--- src/rtl/mul_share_arbiter.sv ---
// mul_share_arbiter: round-robin sharing of one pipelined 4x4 multiplier between NREQ requesters with ID-tagged responses
module mul_share_arbiter #(
  parameter int NREQ = 4,
  parameter int LAT  = 3,
  parameter int IDW  = 2
) (
  input  logic              clk,
  input  logic              rst_n,
  input  logic [NREQ-1:0]   req_valid,
  input  logic [4*NREQ-1:0] req_a,
  input  logic [4*NREQ-1:0] req_b,
  output logic [NREQ-1:0]   req_ready,
  input  logic              hold,
  output logic [3:0]        mul_a,
  output logic [3:0]        mul_b,
  input  logic [7:0]        mul_out,
  output logic              resp_valid,
  output logic [IDW-1:0]    resp_id,
  output logic [7:0]        resp_data,
  output logic              busy
);
  logic [IDW-1:0] ptr, g;
  logic           gnt;
  logic [LAT-1:0] v;
  logic [IDW-1:0] tid [LAT];
  function automatic int wrap(input int x);
    return x >= NREQ ? x - NREQ : x;
  endfunction
  always_comb begin
    req_ready = '0;
    g = '0;
    gnt = 1'b0;
    for (int k = 0; k < NREQ; k++)
      if (!gnt && rst_n && !hold && req_valid[wrap(int'(ptr) + k)]) begin
        gnt = 1'b1;
        g = IDW'(wrap(int'(ptr) + k));
        req_ready[wrap(int'(ptr) + k)] = 1'b1;
      end
  end
  assign mul_a = gnt ? req_a[int'(g)*4 +: 4] : 4'd0;
  assign mul_b = gnt ? req_b[int'(g)*4 +: 4] : 4'd0;
  always_ff @(posedge clk or negedge rst_n)
    if (!rst_n) begin
      ptr <= '0;
      v <= '0;
      for (int k = 0; k < LAT; k++) tid[k] <= '0;
    end else begin
      if (gnt) ptr <= int'(g) == NREQ - 1 ? '0 : g + IDW'(1);
      v[0] <= gnt;
      tid[0] <= g;
      for (int k = 1; k < LAT; k++) begin
        v[k] <= v[k-1];
        tid[k] <= tid[k-1];
      end
    end
  assign resp_valid = v[LAT-1];
  assign resp_id    = tid[LAT-1];
  assign resp_data  = mul_out;
  assign busy       = |v;
endmodule

--- config.mk ---
export PLATFORM = sky130hd
export DESIGN_NAME = mul_share_arbiter
export DESIGN_NICKNAME = d
export VERILOG_FILES = /design/src/rtl/mul_share_arbiter.sv
export SDC_FILE = /design/constraint.sdc
export NUM_CORES = 1
export LEC_CHECK = 0
export CORE_MARGIN = 2
export CORE_UTILIZATION = 37
export CTS_CLUSTER_DIAMETER = 50
export DETAILED_ROUTE_END_ITERATION = 10
export GPL_TIMING_DRIVEN = 0
export PLACE_DENSITY = 0.9
export SLEW_MARGIN = 20
export SYNTH_ARGS = -nofsm -noshare
export SYNTH_HDL_FRONTEND = slang
export SYNTH_SLANG_ARGS = --single-unit
--- constraint.sdc ---
create_clock -name clk -period 4 [get_ports clk]
set_clock_uncertainty 0.1 [all_clocks]
set_input_delay 0.6 -clock clk [delete_from_list [all_inputs] [get_ports clk]]
set_output_delay 0.6 -clock clk [all_outputs]
set_load 0.01 [all_outputs]
==> out/qor.csv, run 1 <==
stage,metric,value,unit
place,hpwl,2460,µm
sta,fmax,0.266,GHz
power,p_total,989,µW
die,dieArea,0.00349,mm²
sta,tightest_slew,0.554,ns
drt,ant_nets,0,
die,ios,71,
sta,setup_viol,0,
sta,fin_ws,0.246,ns
critical_path,critPathLaunchType,flop,
power,p_leak,0.000930,µW
sta,hold_viol_final,0,
sta,final.min_clock_period,3.75,ns
place,dp_slack,-0.267,ns
synth,synth_seq_cells,11,
synth,syn-cell-area,0.00112,mm²
layout,num-nets-final,235,
die,rows,19,
die,design.core.area,0.00283,mm²
place,port_buffers,62,
die,die_w,59.1,µm
global_routing,grt-ovfl-total,0,
drt,wl_per_cell,14.4,µm
synth,postSynthCellCount,106,
global_routing,grt_pass1_wl,4720,µm
drt,drc,0,
clock_network,htree_levels,1,
clock_network,clk_pin_slew,0.07,ns
layout,antennaDiodeCount,0,
clock_network,cts_buffers,3,
sta,final.setup.tns,0,ns
sta,timing.hold.ws,0.251,ns
synth,synthDistinctLibCells,30,
clock_network,cts.sink_count,11,
place,place_congestion,0.849,
critical_path,cp.arrival,3.05,ns
sta,grt_setup_unrepaired,false,
clock_network,cts_hold_buf,0,
hold_path,holdCritPathClass,flop to flop,
die,start_util,39.7,%
synth,synth_nets,161,
outcome,status,"complete, no violations",
drt,drt-total-wl,3020,µm
place,dp.cells,199,
layout,drive_gt1_share,22.3,%
layout,fin_cells,210,
clock_network,cts_tree,done,
power,powerDensity,513,mW/mm²
critical_path,path_class,flop to primary output,
synth,yosys_warnings,0,
global_routing,grt_start_max_net_pins,15,
critical_path,cp.required,3.30,ns
drt,vias,1098,
sta,fin_crit_sh,93.8,%
synth,syn_area_per_cell,10.6,µm²
clock_network,clock_latency,0.27,ns
critical_path,end_kind,primary output,
clock_network,cts_root_buffer,clkbuf_4,
synth,synth_seq_area_share,24.5,%
critical_path,critPathMaxFanout,10,
layout,area_growth_syn_to_layout,71.9,%
global_routing,antenna_found_initial,0,
drt,drt_iter0_markers,64,
global_routing,grt_pass1_vias,1123,
drt,vias_per_cell,5.23,
sta,relSlewSlack,63.0,%
sta,drv_slew,0,
drt,firstDrtPassIters,4,
power,vdd_ir_drop_max,0.215,mV
global_routing,grt_usage,17.2,%
die,die_h,59.1,µm
run,cap_violations,0,
clock_network,clockBufferDepth,2,
==> cells in the mapped netlist <==
library cell	n	share of area (%)
dfrtp_1	11	25
and2_1	1	0.56
o21ai_1	1	0.45
o22ai_1	8	4.5
buf_12	1	1.8
xor2_1	1	0.78
nor2_1	3	1.0
mux4_2	3	6.0
inv_1	4	1.3
buf_4	10	6.7
o211ai_1	1	0.67
o41a_2	1	1.1
clkinv_1	1	0.33
and2b_2	1	0.78
a22oi_2	1	1.1
nor2b_4	1	1.2
mux2i_1	21	19
a221oi_2	1	1.3
a21oi_1	1	0.45
buf_6	3	3.0
nor3b_1	1	0.67
o21ai_0	1	0.45
xnor2_1	1	0.78
or3_1	1	0.56
and3b_2	1	0.89
nand2_1	11	3.7
nor3b_4	2	3.3
ha_1	8	8.9
a222oi_1	4	3.6
o32ai_1	1	0.78
==> cells by family after synthesis <==
group / after synthesis / synth area share [%]
mux: 24 / 24.7
simple gates: 22 / 12.7
compound gates: 20 / 14.4
buf+inv: 19 / 13.2
flops: 11 / 24.5
fa+ha+maj: 8 / 8.92
xor+xnor: 2 / 1.56
==> worst max-delay path, cell delays in order (launching register included) <==
cell,delay (ns)
dfrtp_2,0.38
buf_8,0.15
clkinvlp_4,0.12
ha_4,0.30
mux4_2,0.60
clkinv_1,0.11
o32ai_1,0.10
a221oi_2,0.30
nand2_2,0.15
buf_4,0.17
buf_4,0.12
o22ai_1,0.09
dlymetal6s2s_1,0.18
==> path summary, 6_finish.rpt <==
kind	slack, ns	startpoint	cells past startpoint	end
setup / recovery	0.25	ptr[0]	12	mul_a[3]
hold / removal	0.25	tid[3]	0	resp_id[1]
setup reg to reg	1.27	ptr[0]	10	ptr[1]
hold reg to reg	0.25	tid[3]	0	resp_id[1]
max in group asynchronous	3.09	rst_n	1	ptr[0]
min in group asynchronous	0.32	rst_n	1	v[0]
==> flip-flops by register name, summed over array words and instances (netlist names) <==
signal,flops
tid,4
resp_id,2
v,3
ptr,2
==> per-layer routing <==
metal / wire length, µm / global-route usage (%)
met1: 1160 / 18.4
met2: 1680 / 34.6
met3: 162 / 2.40
met4: 17 / 4.22
met5: 0 / 0
==> repair_timing <==
action	CTS	global route
pin swaps	0	1
gates resized for setup	7	8
buffers inserted	5	2
endpoints found under the setup margin	8	8
==> metrics by stage <==
stage / cell area, µm² / utilization [%]
2_1_floorplan: 1120 / -
3_3_place_gp: 1780 / 63.0
3_5_place_dp: 1780 / 63.0
4_1_cts: 1890 / 67.0
5_1_grt: 1930 / 68.2
6_report: 1930 / 68.2
==> layout make-up <==
| cell class | count | area, µm² |
|---|---|---|
| plain buffers | 14 | 133 |
| well taps | 31 | 38.8 |
| flip-flops and latches | 11 | 278 |
| repair buffers | 69 | 717 |
| fillers | 211 | 900 |
| inverters | 5 | 22.5 |
| multi-input cells | 76 | 714 |
| clock buffers | 4 | 26.3 |
==> cells in the final DEF (no fill, tap or decap), types with 2 or more instances in the layout <==
cell | Yosys | final
buf_6 | 3 | 2
mux4_2 | 3 | 3
clkbuf_4 | 0 | 3
inv_1 | 4 | 3
o22ai_1 | 8 | 8
nand2_1 | 11 | 10
nor2_1 | 3 | 3
buf_12 | 1 | 3
a222oi_1 | 4 | 4
dlymetal6s2s_1 | 0 | 8
buf_4 | 10 | 15
nor3b_4 | 2 | 2
ha_1 | 8 | 7
mux2i_1 | 21 | 21
dfrtp_2 | 0 | 2
dfrtp_1 | 11 | 9
clkdlybuf4s50_1 | 0 | 53
==> power by group <==
group / internal [µW] / total [µW] / switching, µW
sequential: 149 / 164 / 14.5
clock: 38.6 / 75.4 / 36.8
combinational: 408 / 750 / 342
total: 596 / 989 / 393
Power figures use the tool's default switching activity.
==> run 2: changes to the inputs <==
--- a/config.mk
+++ b/config.mk
@@ -5,12 +5,14 @@
 export SDC_FILE = /design/constraint.sdc
 export NUM_CORES = 1
 export LEC_CHECK = 0
+export CELL_PAD_IN_SITES_DETAIL_PLACEMENT = 0
+export CELL_PAD_IN_SITES_GLOBAL_PLACEMENT = 1
 export CORE_MARGIN = 2
-export CORE_UTILIZATION = 37
+export CORE_UTILIZATION = 26
 export CTS_CLUSTER_DIAMETER = 50
 export DETAILED_ROUTE_END_ITERATION = 10
 export GPL_TIMING_DRIVEN = 0
-export PLACE_DENSITY = 0.9
+export PLACE_DENSITY = 0.89
 export SLEW_MARGIN = 20
 export SYNTH_ARGS = -nofsm -noshare
 export SYNTH_HDL_FRONTEND = slang
==> run 2 against run 1 <==
Critical path depth unchanged. Register-to-register slack improved by 0.02 ns. Worst hold slack worse by 0.0065 ns. Final cell count increased by 12%. Sequential power is essentially flat. Clock power up 42%. Cell area increased by 3.5%. First-iteration DRC count up 20%. Global-route usage down 6.0 points. Wire length decreased by 7.9%. Critical path type unchanged. Highest routed layer unchanged.
==> out/qor.csv, run 2 (synthesis results as in run 1) <==
stage,metric,value,unit,change
outcome,status,"complete, no violations",,unchanged
die,rows,23,,was 19
power,powerDensity,527,mW/mm²,was 513 mW/mm²
hold_path,hold_path_end,tid[2],,was resp_id[1]
die,design.core.area,0.00409,mm²,was 0.00283 mm²
layout,fin_cells,236,,was 210
drt,ant_nets,0,,unchanged
global_routing,grt_pass1_vias,1112,,was 1123
clock_network,clockBufferDepth,2,,unchanged
sta,relSlewSlack,63.9,%,was 63.0%
clock_network,clk_pin_slew,0.05,ns,was 0.07 ns
sta,setup_viol,0,,unchanged
layout,num-nets-final,242,,was 235
sta,final.setup.tns,0,ns,unchanged
sta,final.min_clock_period,3.80,ns,was 3.75 ns
global_routing,antenna_found_initial,0,,unchanged
die,start_util,27.5,%,was 39.7%
hold_path,holdCritPathClass,flop to flop,,unchanged
place,hpwl,2140,µm,was 2460 µm
power,p_total,1050,µW,was 989 µW
die,dieArea,0.00486,mm²,was 0.00349 mm²
sta,drv_slew,0,,unchanged
critical_path,cp_slowest_cell,mux4_2,,unchanged
layout,antennaDiodeCount,0,,unchanged
layout,largest_reg_flops,4,,unchanged
layout,n_fill_cell,387,,was 211
die,die_h,69.7,µm,was 59.1 µm
clock_network,cts_tree,done,,unchanged
sta,tightest_slew,0.542,ns,was 0.554 ns
die,die_w,69.7,µm,was 59.1 µm
critical_path,path_class,flop to primary output,,unchanged
critical_path,cp.arrival,3.10,ns,was 3.05 ns
critical_path,critPathMaxFanout,6,,was 10
clock_network,cts_root_buffer,clkbuf_8,,was clkbuf_4
drt,vias_per_cell,4.72,,was 5.23
global_routing,grt_start_max_net_pins,15,,unchanged
place,place_area,0.00181,mm²,was 0.00178 mm²
critical_path,cp.required,3.30,ns,about the same
sta,fin_crit_sh,94.9,%,was 93.8%
power,vdd_ir_drop_max,0.181,mV,was 0.215 mV
layout,top_regs,"tid (4), v (3)",,unchanged
critical_path,crit_chain,"buf_8, clkinvlp_4, ha_4, mux4_2, o211ai_1, o21ai_1, buf_6, buf_4, buf_4, mux2i_1, o22ai_1, dlygate4sd2_1",,"was buf_8, clkinvlp_4, ha_4, mux4_2, clkinv_1, o32ai_1, a221oi_2, nand2_2, buf_4, buf_4, o22ai_1, dlymetal6s2s_1"
critical_path,rr_worst_depth,10,,unchanged
critical_path,crit_family,buffers and inverters,,unchanged
drt,drc,0,,unchanged
die,ios,71,,unchanged
drt,vias,1114,,was 1098
sta,grt_setup_unrepaired,false,,unchanged
run,cap_violations,0,,unchanged
critical_path,reg2reg_from,ptr[0],,unchanged
global_routing,grt_pass1_wl,4560,µm,was 4720 µm
critical_path,rr_endpoint,ptr[1],,unchanged
critical_path,crit_top_cell,buf_4,,unchanged
layout,final_common_cell,clkdlybuf4s50_1,,unchanged
sta,fmax,0.263,GHz,was 0.266 GHz
critical_path,critPathLaunchType,flop,,unchanged
layout,area_growth_syn_to_layout,77.9,%,was 71.9%
clock_network,cts_buffers,3,,unchanged
place,port_buffers,62,,unchanged
place,place_congestion,0.778,,was 0.849
hold_path,hold_depth,0,,unchanged
power,p_leak,0.000906,µW,was 0.000930 µW
global_routing,grt_usage,11.2,%,was 17.2%
critical_path,rrSetupSlack,1.29,ns,was 1.27 ns
clock_network,htree_levels,1,,unchanged
clock_network,clock_latency,0.23,ns,was 0.27 ns
place,dp.cells,218,,was 199
clock_network,cts.sink_count,11,,unchanged
hold_path,min_from,tid[4],,was tid[3]
global_routing,grt-ovfl-total,0,,unchanged
critical_path,slowest_delay,0.60,ns,about the same
layout,utilization,48.9,%,was 68.2%
drt,drt_iter0_markers,77,,was 64
layout,mostFrequentLayoutCells,"53 x clkdlybuf4s50_1, 23 x buf_4, 21 x mux2i_1, 10 x nand2_1, 9 x dfrtp_1",,"was 53 x clkdlybuf4s50_1, 21 x mux2i_1, 15 x buf_4, 10 x nand2_1, 9 x dfrtp_1"
clock_network,cts_hold_buf,0,,unchanged
layout,regMostFlops,tid,,unchanged
drt,wl_per_cell,11.8,µm,was 14.4 µm
drt,drt-total-wl,2780,µm,was 3020 µm
critical_path,path_buf_inv,6,,unchanged
sta,hold_viol_final,0,,unchanged
layout,fin_area,0.00200,mm²,was 0.00193 mm²
drt,firstDrtPassIters,7,,was 4
critical_path,end_kind,primary output,,unchanged
layout,drive_gt1_share,26.3,%,was 22.3%
-- run 2: area by class of cell --
class | instances | area (µm²) | share of cell area [%]
plain buffers | 14 | 133 | 6.64
clock buffers | 4 | 45.0 | 2.26
inverters | 5 | 26.3 | 1.32
multi-input cells | 76 | 714 | 35.8
flip-flops and latches | 11 | 278 | 13.9
well taps | 50 | 62.6 | 3.13
repair buffers | 76 | 738 | 37.0
-- run 2: worst max path at each step --
stage          startpoint        to  cells past startpoint
6_report           ptr[0]  mul_a[0]                     12
5_1_grt            ptr[0]  mul_b[3]                     13
4_1_cts            ptr[0]  mul_a[3]                     10
3_5_place_dp        rst_n  mul_a[0]                      8
3_3_place_gp        rst_n  mul_a[0]                      8
2_1_floorplan      ptr[0]  mul_a[0]                     10
-- run 2: where the power goes --
group	switching (µW)	internal (µW)	total, µW
clock	37.0	69.6	107
sequential	17.8	150	167
combinational	344	435	779
-- run 2: per-stage QoR --
stage,hold slack [ns],setup WS (ns)
final,0.245,0.204
after floorplan,0.204,0.780
after global placement,0.233,-0.295
after global routing,0.257,0.0432
after detailed placement,0.236,-0.333
after CTS,0.246,0.00600
-- run 2: per-layer routing --
metal,vias to the layer above,wire [µm],track usage [%]
met5,-,0,0
met3,2,216,2.33
met4,0,14,4.91
met1,508,1170,12.4
met2,57,1380,20.5
li1,547,-,-
-- run 2: timing repair --
item | 4_1_cts | 5_1_grt
setup endpoints to repair | 8 | 6
setup buffers | 4 | 10
pin swaps | 1 | 1
gates cloned | 0 | 0
gates resized for setup | 10 | 7
-- run 2: worst reg2reg max path: stages, from the launching register on --
cell,delay (ns)
dfrtp_2,0.38
buf_8,0.12
clkinvlp_4,0.13
ha_4,0.32
mux4_2,0.60
inv_2,0.11
o32ai_1,0.10
a221oi_2,0.30
buf_6,0.20
xor2_1,0.14
o21ai_0,0.09
